### config.mk
export PLATFORM = sky130hd
export DESIGN_NAME = red_xor_seq
export DESIGN_NICKNAME = d
export VERILOG_FILES = /design/src/rtl/red_xor_seq_pkg.sv /design/src/rtl/red_xor_seq_red_xor.sv /design/src/rtl/red_xor_seq.sv
export SDC_FILE = /design/constraint.sdc
export NUM_CORES = 1
export LEC_CHECK = 0
export CAP_MARGIN = 20
export CORE_ASPECT_RATIO = 1.25
export CORE_MARGIN = 4
export CORE_UTILIZATION = 48
export CTS_BUF_LIST = sky130_fd_sc_hd__clkbuf_8
export CTS_CLUSTER_SIZE = 12
export DETAILED_ROUTE_END_ITERATION = 12
export MAX_ROUTING_LAYER = met4
export PLACE_DENSITY = 0.79
export SLEW_MARGIN = 20
export SYNTH_ARGS = -nofsm -noshare
export SYNTH_HDL_FRONTEND = slang
export SYNTH_HIERARCHICAL = 1
export SYNTH_SLANG_ARGS = --single-unit
### constraint.sdc
create_clock -name CLK -period 2.7 [get_ports CLK]
set_input_delay 0.81 -clock CLK [delete_from_list [all_inputs] [get_ports CLK]]
set_output_delay 0.81 -clock CLK [all_outputs]
set_load 0.01 [all_outputs]
### src/rtl/red_xor_seq_pkg.sv
// red_xor_seq_pkg: FSM state type and width helpers shared by red_xor_seq
package red_xor_seq_pkg;

    typedef enum logic [1:0] {IDLE, RUN, DONE} state_e;

    function automatic int cnt_width(input int chunks);
        return (chunks > 1) ? $clog2(chunks) : 1;
    endfunction

    function automatic int id_width(input int nreq);
        return (nreq > 1) ? $clog2(nreq) : 1;
    endfunction

endpackage

### src/rtl/red_xor_seq_red_xor.sv
// RedXor: single-cycle XOR reduction of one chunk
module RedXor #(
    parameter int width = 8
) (
    input  logic [width-1:0] A,
    output logic             Z
);

    assign Z = ^A;

endmodule

### src/rtl/red_xor_seq.sv
// red_xor_seq: arbitrated, chunk-serial parity engine around one shared RedXor.
// Define RED_XOR_SEQ_RR_EN for round-robin arbitration; fixed priority otherwise.
module red_xor_seq
    import red_xor_seq_pkg::*;
#(
    parameter int width  = 8,
    parameter int chunks = 4,
    parameter int nreq   = 2
) (
    input  logic                            CLK,
    input  logic                            RST,
    input  logic [nreq-1:0]                 ReqValid,
    output logic [nreq-1:0]                 ReqReady,
    input  logic [nreq*width*chunks-1:0]    ReqData,
    output logic                            ResValid,
    input  logic                            ResReady,
    output logic                            ResParity,
    output logic [id_width(nreq)-1:0]       ResId
);

    localparam int W  = width * chunks;
    localparam int CW = cnt_width(chunks);
    localparam int IW = id_width(nreq);

    state_e          r_state;
    state_e          w_nxt;
    logic [W-1:0]    r_data;
    logic [IW-1:0]   r_id;
    logic            r_acc;
    logic [CW-1:0]   r_cnt;
    logic [IW-1:0]   w_gnt;
    logic [W-1:0]    w_word;
    logic [width-1:0] w_a;
    logic            w_z;
    logic            w_any;
    logic            w_take;
    logic            w_last;

`ifdef RED_XOR_SEQ_RR_EN
    logic [IW-1:0]   r_ptr;
`endif

    RedXor #(.width(width)) u_red_xor (
        .A(w_a),
        .Z(w_z)
    );

    // Pick the valid requester with the smallest distance from the search start
    always_comb begin
        int w_best;
        int w_off;
        w_gnt  = '0;
        w_word = ReqData[W-1:0];
        w_best = nreq;
        w_off  = 0;
        for (int j = 0; j < nreq; j++) begin
`ifdef RED_XOR_SEQ_RR_EN
            w_off = (j + nreq - int'(r_ptr)) % nreq;
`else
            w_off = j;
`endif
            if (ReqValid[j] && w_off < w_best) begin
                w_best = w_off;
                w_gnt  = IW'(j);
                w_word = ReqData[j*W +: W];
            end
        end
    end

    assign w_any    = |ReqValid;
    assign w_take   = (r_state == IDLE) && w_any && !RST;
    assign w_last   = (r_cnt == CW'(chunks - 1));
    assign ResValid = (r_state == DONE);
    assign ResParity = r_acc;
    assign ResId    = r_id;

    // One-hot ready for the granted requester, only while idle and out of reset
    always_comb begin
        ReqReady = '0;
        for (int j = 0; j < nreq; j++)
            ReqReady[j] = w_take && (w_gnt == IW'(j));
    end

    // Present the current chunk of the captured word to the shared reducer
    always_comb begin
        w_a = r_data[width-1:0];
        for (int c = 0; c < chunks; c++)
            if (r_cnt == CW'(c)) w_a = r_data[c*width +: width];
    end

    // Next-state logic
    always_comb begin
        w_nxt = (r_state == IDLE) ? (w_take ? RUN : IDLE) :
                (r_state == RUN)  ? (w_last ? DONE : RUN) :
                (ResReady ? IDLE : DONE);
    end

    // State register
    always_ff @(posedge CLK or posedge RST) begin
        if (RST) r_state <= IDLE;
        else     r_state <= w_nxt;
    end

    // Capture on grant, then fold one chunk per RUN cycle
    always_ff @(posedge CLK or posedge RST) begin
        if (RST) begin
            r_data <= '0;
            r_id   <= '0;
            r_acc  <= 1'b0;
            r_cnt  <= '0;
        end else if (w_take) begin
            r_data <= w_word;
            r_id   <= w_gnt;
            r_acc  <= 1'b0;
            r_cnt  <= '0;
        end else if (r_state == RUN) begin
            r_acc <= r_acc ^ w_z;
            if (!w_last) r_cnt <= r_cnt + CW'(1);
        end
    end

`ifdef RED_XOR_SEQ_RR_EN
    // Round-robin start moves past the winner once its result is consumed
    always_ff @(posedge CLK or posedge RST) begin
        if (RST)                                r_ptr <= '0;
        else if (r_state == DONE && ResReady)   r_ptr <= IW'((int'(r_id) + 1) % nreq);
    end
`endif

endmodule

==> impl_metrics.csv, run 1 <==
group,metric,value,unit
detailed_routing,drt_wl_total,4.498,mm
power,power-per-cell-area,971.4,nW/µm²
clock_network,postCtsSetupBuffers,0,
global_route,grt_max_degree,39,
global_route,first_global_vias,1615,
sta,setup_total_negative_slack,0,ns
sta,worstMarginPinSlew,0.4775,ns
global_route,grt_pass1_wl,7.541,mm
detailed_routing,routed-via-count,1523,
place,place.gp.congestion,0.7402,
detailed_routing,drc,0,
detailed_routing,via_per_inst,4.945,
cells_and_area,flow.area_growth_from_synthesis,35.18,%
power,vdd_drop_max,0.5921,mV
die,placeableCoreArea,4493,µm²
die,dieArea,5940,µm²
power,p_comb_share,53.5,%
global_route,antenna_found_initial,0,
die,die-width,69.74,µm
clock_network,cts.reportedPaths.clkPinSlew,0.07,ns
power,sequentialPowerShare,34.9,%
sta,unrepaired_setup_endpoints_after_global_routing,"false",
clock_network,tritoncts.num_buffers,5,
sta,max_freq,0.3913,GHz
global_route,grt_util_all_layers,16.71,%
die,design.portCount,74,
sta,final.setup.worst_slack,0.1446,ns
synthesis,synth-warning-count,6,
clock_network,holdBufCountCts,0,
place,dp_cells,301,
synthesis,netlist_area,2287,µm²
setup_path,cp_cell_sequence,"clkdlybuf4s50_1, nor4_4, and2_1, buf_2",
sta,layout_min_cycle_time,2.555,ns
die,fp-row-count,27,
sta,fin_skew,0.006283,ns
power,p_sw,0.001006,W
worst_hold_path,holdCritPathClass,"reg -> reg",
synthesis,postSynthAreaPerCell,12.92,µm²
power,power_frac_clock,11.6,%
setup_path,cp_data_required_time,1.89,ns
setup_path,critPathKind,"in -> out",
outcome,run_status,"completed",
synthesis,synth.ff_latch_count,38,
clock_network,clk_latency,0.29,ns
place,dp_wirelength,3.487,mm
clock_network,numClockSinks,38,
setup_path,critical-path-slowest-cell,"sky130_fd_sc_hd__clkdlybuf4s50_1",
clock_network,tritoncts,"done",
synthesis,postSynthCellCount,177,
cells_and_area,fin_cells,308,
synthesis,synth.yosys.seq_area_share,41.58,%
sta,max_slew_margin,68.17,%
power,p_int,0.001997,W
power,report.power.total,0.003003,W
place,io_buffer_count,73,
cells_and_area,final_net_count,322,
power,p_leak,1.255,nW
place,pre_cts_ws,-0.3625,ns
synthesis,syn-num-nets,249,
cells_and_area,layout.area.seq,950.9,µm²
setup_path,critical_path_peak_fanout,3,
flow_run,max-cap-violations,0,
setup_path,worst_ep_arrival_time,1.75,ns
setup_path,crit_path_max_incr_delay,0.45,ns
cells_and_area,n_fill_cell,351,
power,swShare,33.49,%
sta,report.final.setup_viol,0,
detailed_routing,dr.first_iter.drc_count,51,
die,floorplan.initialDensity,50.91,%
setup_path,start_kind,"input pin",
detailed_routing,avgRoutedWirePerCell,14.60,µm
sta,finalCritPeriodShare,94.64,%
cells_and_area,multi_input_area,1225,µm²
cells_and_area,diodes,0,
clock_network,cts_root_buffer,"sky130_fd_sc_hd__clkbuf_8",
cells_and_area,post_route_cells_drive_above_1_share,36.00,%
cells_and_area,finish.utilization,68.81,%
detailed_routing,drtPass1Iterations,4,
die,floorplan.die.height,85.18,µm
detailed_routing,ant_nets,0,
global_route,grt_overflow,0,
clock_network,ctsHtreeMaxLevel,2,
synthesis,synthDistinctLibCells,24,
clock_network,cts_buffer_depth,2,
setup_path,timing.critical_path.to_type,"primary output",
sta,hold_viol_final,0,
sta,drv_slew,0,
-- logic make-up (layout without fill, tap and decap cells) --
| logic type | count (synthesis) | count (layout) | share of synthesized area [%] |
|---|---|---|---|
| muxes | 82 | 82 | 40.70 |
| buffers and inverters | 15 | 88 | 5.087 |
| adders and majority gates | 3 | 3 | 1.641 |
| and+or+nand+nor | 21 | 21 | 5.471 |
| AOI/OAI and AO/OA | 9 | 9 | 2.079 |
| DFF | 38 | 38 | 41.58 |
| xor gates and xnor gates | 9 | 9 | 3.447 |
-- power by group through the flow --
stage               Combinational [W]  Sequential [W]  Clock, W
floorplan                     0.00131         0.00101         0
global placement              0.00159         0.00105         0
detailed placement            0.00162         0.00106         0
CTS                           0.00162         0.00105  0.000360
global route                  0.00179         0.00109  0.000388
finish                        0.00161         0.00105  0.000347
-- timing repair --
action | in CTS | in global routing
gates resized for setup | 11 | 1
pin swaps | 2 | 0
gates cloned | 0 | 0
endpoints found under the hold margin | 0 | 0
endpoints found under the setup margin | 2 | 1
-- state kept, by name (all words and copies together), names as in the netlist --
name       cells
ResId          1
ResParity      1
r_cnt          2
r_data        32
r_state        2
-- path summary, 6_finish.rpt --
kind,startpoint,end,slack (ns),depth (start not counted)
worst max-delay path,RST,ReqReady[1],0.14,4
worst min-delay path,r_data[9],r_data[9],0.51,1
worst max register to register,r_cnt[1],ResParity,0.29,11
worst min register to register,r_data[9],r_data[9],0.51,1
max in group asynchronous,RST,r_data[0],1.35,3
min in group asynchronous,RST,ResId,1.02,3
-- layout make-up --
class,instances,share of cell area [%]
clock buffer,5,2.226
clock inverter,2,0.2428
inverter,3,0.3642
multi-input combinational,124,39.62
sequential,38,30.76
tap,58,2.347
timing repair buffer,78,24.44
-- layout by cell type (no fill, tap or decap), types with 3 or more instances in the layout --
master	netlist	final
sky130_fd_sc_hd__clkdlybuf4s50_1	0	69
sky130_fd_sc_hd__mux2_2	68	68
sky130_fd_sc_hd__dfrtp_1	38	38
sky130_fd_sc_hd__mux2i_1	9	9
sky130_fd_sc_hd__nand2_1	9	9
sky130_fd_sc_hd__o21ai_0	8	8
sky130_fd_sc_hd__xnor2_1	7	7
sky130_fd_sc_hd__mux2_4	5	5
sky130_fd_sc_hd__inv_1	3	5
sky130_fd_sc_hd__clkbuf_8	0	5
sky130_fd_sc_hd__buf_4	2	5
sky130_fd_sc_hd__nor2_1	4	3
-- per-layer routing --
layer	share of wire [%]	track usage (%)	wire length, µm	vias to the layer above
li1	-	-	-	763
met1	41	18.54	1826	717
met2	52	27.95	2358	38
met3	5.4	5.924	243	5
met4	1.6	5.749	70	0
met5	0	-	0	-
-- synth_stat cells --
library cell | instances | area [µm²]
sky130_fd_sc_hd__ha_1 | 3 | 37.54
sky130_fd_sc_hd__xnor2_1 | 7 | 61.31
sky130_fd_sc_hd__buf_4 | 2 | 15.01
sky130_fd_sc_hd__o21ai_0 | 8 | 40.04
sky130_fd_sc_hd__nand2_1 | 9 | 33.78
sky130_fd_sc_hd__nand3b_1 | 1 | 7.510
sky130_fd_sc_hd__a211oi_1 | 1 | 7.510
sky130_fd_sc_hd__buf_6 | 4 | 45.04
sky130_fd_sc_hd__and2_1 | 1 | 6.260
sky130_fd_sc_hd__mux2_4 | 5 | 75.07
sky130_fd_sc_hd__nor3b_1 | 1 | 7.510
sky130_fd_sc_hd__nor2_1 | 4 | 15.01
sky130_fd_sc_hd__nor2b_4 | 1 | 13.76
sky130_fd_sc_hd__mux2i_1 | 9 | 90.09
sky130_fd_sc_hd__and2b_1 | 1 | 7.510
sky130_fd_sc_hd__or2_2 | 1 | 6.260
sky130_fd_sc_hd__nor2b_1 | 1 | 6.260
sky130_fd_sc_hd__nor4_4 | 1 | 21.27
sky130_fd_sc_hd__buf_8 | 2 | 30.03
sky130_fd_sc_hd__dfrtp_1 | 38 | 950.9
sky130_fd_sc_hd__mux2_2 | 68 | 765.7
sky130_fd_sc_hd__inv_1 | 3 | 11.26
sky130_fd_sc_hd__xor2_1 | 2 | 17.52
sky130_fd_sc_hd__clkbuf_1 | 4 | 15.01
-- through the flow --
step	hold slack [ns]	cell area, µm²
after floorplan	0.4749	2287
after global placement	0.4863	3023
after detailed placement	0.4929	3023
after CTS	0.5078	3089
after global routing	0.5205	3092
final	0.5059	3092
-- critical path: cells and delay by family --
kind / cells / cell delay [ns]
buffers and inverters: 2 / 0.58
and+or+nand+nor: 2 / 0.35
No activity file was read; power rests on OpenSTA's default activity.
==> run 2: changes to the inputs <==
Settings changed: CORE_UTILIZATION 48 to 46, CTS_BUF_LIST sky130_fd_sc_hd__clkbuf_8 to default, PLACE_DENSITY 0.79 to 0.76.
==> run 2 against run 1 <==
Effect of this change:
- power increased by 1.8%
- critical path depth unchanged
- clock-buffer cell count increased by 2
- cell count increased by 1.6%
- highest routed layer unchanged
- worst hold slack got worse by 0.00072 ns
- maximum frequency about the same
- cell area increased by 0.97%
==> impl_metrics.csv, run 2 (synthesis results as in run 1) <==
group,metric,value,unit
outcome,run_status,"completed",
place,pre_cts_ws,-0.3570,ns
clock_network,holdBufCountCts,0,
cells_and_area,final_net_count,324,
power,power-per-cell-area,979.4,nW/µm²
clock_network,tritoncts.num_buffers,5,
setup_path,timing.critical_path.to_type,"primary output",
cells_and_area,diodes,0,
place,dpl_cell_area,3040,µm²
sta,finalCritPeriodShare,94.71,%
die,floorplan.initialDensity,48.00,%
sta,hold_viol_final,0,
die,fp-row-count,28,
sta,final.setup.worst_slack,0.1429,ns
detailed_routing,routed-via-count,1549,
global_route,first_global_vias,1598,
detailed_routing,via_per_inst,4.949,
clock_network,cts.reportedPaths.clkPinSlew,0.07,ns
global_route,grt_util_all_layers,15.94,%
clock_network,postCtsSetupBuffers,0,
clock_network,cts_buffer_depth,2,
clock_network,cts_root_buffer,"sky130_fd_sc_hd__clkbuf_8",
die,design.portCount,74,
cells_and_area,post_route_cells_drive_above_1_share,36.76,%
cells_and_area,layout_commonest_cell,"sky130_fd_sc_hd__clkdlybuf4s50_1",
setup_path,critPathKind,"in -> out",
place,dp_wirelength,3.480,mm
detailed_routing,dr.first_iter.drc_count,80,
detailed_routing,drt_wl_total,4.472,mm
sta,layout_min_cycle_time,2.557,ns
setup_path,start_kind,"input pin",
global_route,grt_max_degree,39,
global_route,grt_overflow,0,
sta,report.final.setup_viol,0,
clock_network,numClockSinks,38,
flow_run,max-cap-violations,0,
cells_and_area,largest_reg_flops,32,
die,die-width,71.07,µm
setup_path,critical_path_peak_fanout,3,
die,floorplan.die.height,86.84,µm
detailed_routing,drc,0,
sta,fin_skew,0.006674,ns
cells_and_area,layout_top_registers,"r_data: 32 flops, r_cnt: 2 flops, r_state: 2 flops",
die,placeableCoreArea,4765,µm²
cells_and_area,flow.area_growth_from_synthesis,36.49,%
power,p_leak,1.269,nW
sta,worstMarginPinSlew,0.4958,ns
place,place.gp.congestion,0.7677,
cells_and_area,finish.utilization,65.52,%
detailed_routing,ant_nets,0,
clock_network,tritoncts,"done",
die,dieArea,6171,µm²
worst_hold_path,holdCritPathClass,"reg -> reg",
clock_network,ctsHtreeMaxLevel,2,
global_route,grt_pass1_wl,7.410,mm
detailed_routing,drtPass1Iterations,3,
setup_path,cp_data_required_time,1.89,ns
power,vdd_drop_max,0.4773,mV
sta,max_slew_margin,66.95,%
sta,drv_slew,0,
setup_path,worst_ep_arrival_time,1.75,ns
sta,unrepaired_setup_endpoints_after_global_routing,"false",
cells_and_area,largest_register,"r_data",
setup_path,slack_of_the_worst_reg_to_reg_path,0.33,ns
cells_and_area,stdcell_area,3122,µm²
sta,max_freq,0.3911,GHz
clock_network,clk_latency,0.29,ns
cells_and_area,layout.cells.most_common_list,"sky130_fd_sc_hd__clkdlybuf4s50_1 (69), sky130_fd_sc_hd__mux2_2 (68), sky130_fd_sc_hd__dfrtp_1 (38)",
global_route,antenna_found_initial,0,
detailed_routing,avgRoutedWirePerCell,14.29,µm
place,io_buffer_count,73,
## run 2: final timing paths
| path | from | end | depth (start not counted) |
|---|---|---|---|
| worst max-delay path | RST | ReqReady[1] | 4 |
| worst min-delay path | r_data[11] | r_data[11] | 1 |
| worst max register to register | r_cnt[1] | ResParity | 12 |
| worst min register to register | r_data[11] | r_data[11] | 1 |
| max in group asynchronous | RST | r_data[16] | 3 |
| min in group asynchronous | RST | r_data[30] | 3 |
## run 2: area by class of cell
type	instances	area, µm²
fillers	414	1643
multi-input cells	124	1222
flip-flops and latches	38	950.9
repair buffers	80	770.7
clock buffers	7	86.33
well taps	60	75.07
inverters	3	11.26
clock inverters	1	5.005
## run 2: where the power goes
group          leakage (nW)  switching [W]  internal (W)  total (W)
logic                 0.769       0.000651      0.000970    0.00162
registers             0.452       0.000174      0.000869    0.00104
clock network        0.0482       0.000187      0.000206   0.000393
## run 2: timing repair
item,4_1_cts,5_1_grt
setup endpoints to repair,2,0
hold endpoints to repair,0,0
gates resized for setup,11,0
## run 2: per-stage QoR
stage                     total power, W  TNS, ns  hold slack [ns]  std cells
final                           0.003057        0           0.5051        313
after detailed placement        0.002703  -0.7097           0.4921        305
after CTS                       0.003102        0           0.5089        313
after global placement          0.002663  -0.6823           0.4866        305
after floorplan                 0.002317        0           0.4749        177
after global routing            0.003322        0           0.5334        313
## run 2: routing by layer
metal / vias to the layer above / track usage [%] / routed length (µm)
li1: 768 / - / -
met1: 730 / 18.34 / 1857
met2: 44 / 26.33 / 2278
met3: 7 / 3.480 / 241
met4: 0 / 7.692 / 94
met5: - / - / 0
## run 2: critical path, stage by stage
cell and delay [ns]:
sky130_fd_sc_hd__clkdlybuf4s50_1 0.46, sky130_fd_sc_hd__nor4_4 0.19, sky130_fd_sc_hd__and2_1 0.16, sky130_fd_sc_hd__buf_2 0.13
